<file path="config.mk">
export PLATFORM = sky130hd
export DESIGN_NAME = dev_timer
export DESIGN_NICKNAME = d
export VERILOG_FILES = /design/src/rtl/dev_timer_pkg.sv /design/src/rtl/dev_timer.sv
export SDC_FILE = /design/constraint.sdc
export NUM_CORES = 1
export LEC_CHECK = 0
export CORE_MARGIN = 1.5
export CORE_UTILIZATION = 45
export DETAILED_ROUTE_END_ITERATION = 10
export PLACE_DENSITY = 0.89
export REMOVE_ABC_BUFFERS = 1
export SETUP_SLACK_MARGIN = 0.15
export SLEW_MARGIN = 20
export SYNTH_ARGS = -nofsm -noshare
export SYNTH_HDL_FRONTEND = slang
export SYNTH_SLANG_ARGS = --single-unit
</file>
<file path="constraint.sdc">
create_clock -name clk -period 2.7 [get_ports clk]
set_clock_uncertainty 0.2 [all_clocks]
set_input_delay 0.54 -clock clk [delete_from_list [all_inputs] [get_ports clk]]
set_output_delay 0.54 -clock clk [all_outputs]
set_load 0.01 [all_outputs]
</file>
<file path="src/rtl/dev_timer_pkg.sv">
// Shared definitions for the bridge-attached countdown timer: register map,
// CTRL field layout, mode encodings and FSM states.
package dev_timer_pkg;

    localparam logic [31:0] DevBase = 32'h0000_7F00;

    // Word offsets decoded from Addr[3:2]
    localparam logic [1:0] RegCtrl   = 2'd0;
    localparam logic [1:0] RegPreset = 2'd1;
    localparam logic [1:0] RegCount  = 2'd2;
    localparam logic [1:0] RegRsvd   = 2'd3;

    localparam int unsigned CtrlEnBit   = 0;
    localparam int unsigned CtrlModeLsb = 1;
    localparam int unsigned CtrlImBit   = 3;

    localparam logic [1:0] ModeOneShot    = 2'd0;
    localparam logic [1:0] ModeAutoReload = 2'd1;

    typedef struct packed {
        logic       im;
        logic [1:0] mode;
        logic       en;
    } ctrl_t;

    typedef enum logic [1:0] {
        StIdle = 2'd0,
        StLoad = 2'd1,
        StCnt  = 2'd2,
        StInt  = 2'd3
    } state_e;

    // Modes 2 and 3 fall back to one-shot behaviour
    function automatic logic is_auto_reload(input logic [1:0] mode);
        return mode == ModeAutoReload;
    endfunction

endpackage

</file>
<file path="src/rtl/dev_timer.sv">
// Programmable countdown timer: CTRL/PRESET/COUNT register file, control FSM
// and decrementer, with an interrupt request gated by CTRL.IM.
module dev_timer
    import dev_timer_pkg::*;
#(
    parameter int unsigned CNT_W = 32
) (
    input  logic        clk,
    input  logic        reset,
    input  logic [31:2] Addr,
    input  logic        WE,
    input  logic [31:0] WD,
    output logic [31:0] RD,
    output logic        IRQ
);

    ctrl_t            ctrl_q, ctrl_d;
    logic [CNT_W-1:0] preset_q, preset_d;
    logic [CNT_W-1:0] count_q, count_d;
    logic             flag_q, flag_d;
    state_e           state_q, state_d;

    logic unused_bits;
    assign unused_bits = ^{Addr[31:4], WD};

    always_comb begin
        ctrl_d   = ctrl_q;
        preset_d = preset_q;
        count_d  = count_q;
        flag_d   = flag_q;
        state_d  = state_q;

        unique case (state_q)
            StIdle: begin
                if (ctrl_q.en) begin
                    state_d = StLoad;
                end
            end
            StLoad: begin
                count_d = preset_q;
                state_d = StCnt;
                // Auto-reload interrupt is a single-cycle pulse
                if (is_auto_reload(ctrl_q.mode)) begin
                    flag_d = 1'b0;
                end
            end
            StCnt: begin
                if (!ctrl_q.en) begin
                    state_d = StIdle;
                end else if (count_q == '0) begin
                    state_d = StInt;
                end else begin
                    count_d = count_q - CNT_W'(1);
                end
            end
            StInt: begin
                flag_d = 1'b1;
                if (is_auto_reload(ctrl_q.mode)) begin
                    state_d = StLoad;
                end else begin
                    ctrl_d.en = 1'b0;
                    state_d   = StIdle;
                end
            end
            default: begin
                state_d = StIdle;
            end
        endcase

        // CPU writes override FSM updates of the same cycle
        if (WE) begin
            case (Addr[3:2])
                RegCtrl: begin
                    ctrl_d.en   = WD[CtrlEnBit];
                    ctrl_d.mode = WD[CtrlModeLsb +: 2];
                    ctrl_d.im   = WD[CtrlImBit];
                    flag_d      = 1'b0;
                end
                RegPreset: begin
                    preset_d = WD[CNT_W-1:0];
                end
                default: begin
                end
            endcase
        end
    end

    always_ff @(posedge clk or negedge reset) begin
        if (!reset) begin
            ctrl_q   <= '0;
            preset_q <= '0;
            count_q  <= '0;
            flag_q   <= 1'b0;
            state_q  <= StIdle;
        end else begin
            ctrl_q   <= ctrl_d;
            preset_q <= preset_d;
            count_q  <= count_d;
            flag_q   <= flag_d;
            state_q  <= state_d;
        end
    end

    always_comb begin
        RD = '0;
        case (Addr[3:2])
            RegCtrl:   RD = 32'(ctrl_q);
            RegPreset: RD = 32'(preset_q);
            RegCount:  RD = 32'(count_q);
            default:   RD = '0;
        endcase
    end

    assign IRQ = ctrl_q.im & flag_q;

endmodule

</file>
* Yosys cells after proc, flatten, opt, wreduce, memory -nomap -nowiden *
Cells that the tools add are included.

cells by class
  add/subtract/negate cells = 1
  multipliers = 0
  divide/modulo/power cells = 0
  $lt $le $gt $ge = 0
  equality and inequality tests = 10
  shift-type cells = 0
  multiplexer cells = 17
  bitwise operators = 1
  reductions and logical operators = 8

operator list
  operator                                                               number
  32-bit one-hot mux with 3 select lines                                 1
  32-bit two-way mux                                                     2
  32-bit one-hot mux with 2 select lines                                 1
  32-bit zero test                                                       1
  32-bit by 1-bit subtractor with 32-bit output (second input constant)  1
  1-bit two-way mux                                                      8
  2-bit one-hot mux with 4 select lines                                  1
  2-bit by 1-bit == test with 1-bit output (second input constant)       3
  2-bit == test (second input constant)                                  3
  2-bit two-way mux                                                      3
  2-bit != test (second input constant)                                  3
  2-bit AND reduction                                                    3
  2-bit zero test                                                        2
  3-bit != test (second input constant)                                  1
  3-bit AND reduction                                                    1
  1-bit one-hot mux with 2 select lines                                  1
  2-bit nonzero test                                                     1
  1-bit bitwise AND                                                      1

word-level totals
  bits in registers = 71
  bits in latches = 0
  bits in writable memories = 0
  memory bits (read-only) = 0
  input bits = 65
  output and inout port bits = 33
  logic and storage cells = 44
  memories = 0

* Depth between registers and ports, before layout *
  word-level depth = 5
  gate-level depth with buffers = 9
  depth with buffers taken out = 7

* Least setup slack after synthesis *
No wires, ideal clock.

  path type = flip-flop to flip-flop
  start point = register count_q[7]
  end point = register count_q[20]
  library setup time = 122 ps
  data arrival time = 2,562 ps
  data required time = 2,378 ps
  path slack = -184 ps
  stages on the path, launching flop included = 8
  path buffers = 2
  clock period less this slack = 2,884 ps
  cells stage by stage = dfrtp_1 -> buf_6 -> or4_4 -> or3_1 -> buf_2 -> or4_4 -> or4_1 -> a32o_1

on the way
  word-level cells in the longest chain between the ends = 4
  elaborated cells on any way between the ends = 7
  those cells by class = add/sub (1); eq/ne (1); mux (3); reduce/logical (2)

ends and longest elaborated chain
  element                                        line             text
  from (decl)                                    dev_timer.sv:19  logic [CNT_W-1:0] count_q, count_d;
  from (signal assigned)                         dev_timer.sv:98  count_q <= count_d;
  32-bit by 1-bit subtractor with 32-bit output  dev_timer.sv:53  count_d = count_q - CNT_W'(1);
  32-bit two-way mux                             dev_timer.sv:50  end else if (count_q == '0) begin
  32-bit two-way mux                             dev_timer.sv:48  if (!ctrl_q.en) begin
  32-bit one-hot mux with 2 select lines         dev_timer.sv:33  unique case (state_q)

Parallel ways exist; a longest one is shown, timed or not. The select of a mux whose other input is x is not followed.
A chain may end at the register's enable or synchronous reset.

* Final worst setup path *
  start point = register count_q[0]
  end point = register count_q[19]

The elaborated chain is that of the path after synthesis.

==> impl_metrics.csv <==
group,metric,value,unit
drt,drt_iter0_markers,464,
floorplanning,start_util,46.0,%
clock_network,cts_buffer_depth,2,
global_route,grt_pass1_vias,4086,
drt,drt.antenna.violating_nets,0,
sta,fmax,368,MHz
drt,vias_per_cell,6.49,
setup_path,worstPathCellList,"inv_2 > ha_4 > nor4b_4 > buf_4 > nand4b_1 > buf_4 > nor4_1 > or4_4 > a22oi_2",
floorplanning,die_h,96.7,µm
hold_path,hold_class,"flip-flop to flip-flop",
job,max-cap-violations,0,
hold_path,hold_path_depth,1,
sta,worst_slew_pin_slew,0.655,ns
global_route,grt_max_degree,33,
setup_path,ff2ff_path_depth,9,
yosys,synth.top_cell.area_share,45.0,%
setup_path,slowest_delay,0.57,ns
clock_network,cts-root-buf,"clkbuf_8",
setup_path,critPathKind,"flip-flop to flip-flop",
setup_path,critPathMostFrequentCell,"buf_4",
setup_path,path_buf_inv,3,
global_route,track_usage,26.4,%
pwr,powerDensity,923,nW/µm²
finish,drive_above_1_share,30.7,%
finish,area_delta_synth_final,45.2,%
floorplanning,rows,34,
drt,drc,5,
global_route,grt_pass1_wl,19900,µm
pwr,leakage,2.39,nW
placed_design,io_buffers,69,
clock_network,clkSinkCount,71,
setup_path,critPathSlowestCell,"nor4_1",
clock_network,cts_tree,"yes",
yosys,seq_area_frac_synth,45.0,%
yosys,netlist_area,3950,µm²
finish,antenna_cells,0,
yosys,synth_top_flop_cell,"dfrtp_1",
sta,finalMaxSlewViolations,0,
sta,worst_slack,-0.0201,ns
clock_network,worstSkewPairLatency,0.36,ns
clock_network,cts_buffers,9,
yosys,ys_types,48,
drt,vias,4111,
yosys,ys_seq_elements,71,
finish,finish.net_count,586,
finish,final_common_cell,"dfrtp_1",
drt,wl_per_cell,20.9,µm
pwr,p_total,0.00530,W
pwr,peakVddDrop,0.485,mV
sta,final.period_utilization,101,%
drt,routed_wl,13200,µm
floorplanning,die-area,9350,µm²
sta,setup-tns-final,-0.0275,ns
setup_path,critPathArrivalTime,2.73,ns
yosys,synthArstFlopShare,100,%
sta,setup_viol,2,
finish,final_core_util,66.8,%
yosys,synth_edf_count,0,
yosys,syn_area_per_cell,9.83,µm²
placed_design,hpwlAfterDp,7820,µm
floorplanning,fp.dieW,96.7,µm
placed_design,gp_congestion,0.910,
setup_path,worstSetupPathDepth,9,
finish,final_cell_mix,"dfrtp_1, buf_4, mux2_2, clkdlybuf4s50_1, a22o_1",
setup_path,path_max_fanout,4,
floorplanning,io_pins,98,
global_route,antenna_found_initial,0,
sta,whs,0.337,ns
clock_network,cts_max_level,3,
sta,max_slew_margin,56.3,%
yosys,netlist_top_cells_area,"dfrtp_1, mux2_2, a22o_1",
drt,detail_route.first_pass.iterations,10,
floorplanning,core,8590,µm²
clock_network,clkSlewWorstSetupHoldPaths,0.08,ns
yosys,synth_top_area_cell,"dfrtp_1",
sta,rsz0062_at_grt,"yes",
setup_path,worstSetupStartpointType,"flip-flop",
yosys,yosys_warnings,0,
finish,seq_area,1780,µm²
sta,min_period,2.72,ns
finish,num-fill-cells,615,
finish,multi_input_comb_area,2280,µm²
setup_path,cpLargestDelayFamily,"simple AND/OR/NAND/NOR gates",
setup_path,required,2.71,ns
sta,hold_viol,0,
setup_path,critPathCaptureType,"flip-flop",
yosys,synthCells,402,
outcome,failed_checks,"design-rule violations, negative setup slack",
outcome,status,"finished, violations left",
global_route,grt-ovfl-total,0,
cell families (layout without fill, tap and decap cells):
logic type / count (synthesis) / in the layout / share of synthesized area [%]
compound gates: 130 / 130 / 23.3
simple gates: 128 / 128 / 17.0
flops: 71 / 71 / 45.0
mux: 39 / 39 / 11.0
buf+inv: 33 / 156 / 3.42
fa+ha+maj: 1 / 1 / 0.317
layer usage:
layer,global-route usage [%],wire length [µm]
met5,0,0
met4,10.5,533
met3,8.82,1230
met2,44.1,6440
met1,31.4,5010
cells in the mapped netlist (all sizes together), types with 4 or more instances:
library cell,instances
a21oi,18
a22o,31
a22oi,5
a2bb2oi,5
a31oi,8
a32o,4
buf,11
clkbuf,19
dfrtp,71
mux2,35
mux2i,4
nand2,29
nand3,11
nor2,27
nor2b,6
nor3,12
nor4,11
o21ai,26
o22ai,9
o2bb2ai,6
o31ai,4
or3,9
or4,6
timing repair:
| item | 4_1_cts | 5_1_grt |
|---|---|---|
| cloned | 3 | 0 |
| buffers inserted | 5 | 7 |
| setup endpoints to repair | 60 | 36 |
| hold endpoints to repair | 21 | 0 |
| hold buffers | 1 | 0 |
| gates resized for setup | 55 | 43 |
| pin swaps | 5 | 16 |
worst reg2reg max path: stages (launching register included):
cell and delay [ns]:
dfrtp_1 0.41, inv_2 0.10, ha_4 0.15, nor4b_4 0.20
buf_4 0.15, nand4b_1 0.23, buf_4 0.25, nor4_1 0.57
or4_4 0.24, a22oi_2 0.07
area by class of cell:
cell class | count | area share (%)
Clock inverter | 5 | 1.40
Multi-Input combinational cell | 298 | 39.8
Timing Repair Buffer | 137 | 22.7
Clock buffer | 11 | 2.64
Inverter | 3 | 0.196
Sequential cell | 71 | 31.0
Tap cell | 108 | 2.36
sequential cells by signal, summed over array words and instances (netlist names):
| register | flops |
|---|---|
| state_q | 2 |
| flag_q | 1 |
| ctrl_q | 4 |
| count_q | 32 |
| preset_q | 32 |
stage by stage:
step	worst slack, ns	std cells	instance area (µm²)
after floorplan	-0.760	372	3830
after global placement	-0.249	601	5080
after detailed placement	-0.283	601	5080
after CTS	-0.0233	626	5470
after global routing	-0.121	633	5740
final	-0.0201	633	5740
worst paths after layout:
kind / startpoint / slack, ns / end
hold reg to reg: ctrl_q[3] / 0.34 / ctrl_q[3]
hold / removal: ctrl_q[3] / 0.34 / ctrl_q[3]
setup / recovery: count_q[0] / -0.02 / count_q[19]
max in group asynchronous: reset / 1.07 / count_q[6]
setup reg to reg: count_q[0] / -0.02 / count_q[19]
min in group asynchronous: reset / 0.50 / preset_q[25]
power breakdown:
| group | total [W] | switching, W | internal, W |
|---|---|---|---|
| Combinational | 0.00242 | 0.00129 | 0.00113 |
| Sequential | 0.00189 | 0.000465 | 0.00143 |
| Clock | 0.000980 | 0.000411 | 0.000568 |
| Total | 0.00530 | 0.00217 | 0.00313 |
No activity file was read; power rests on OpenSTA's default activity.
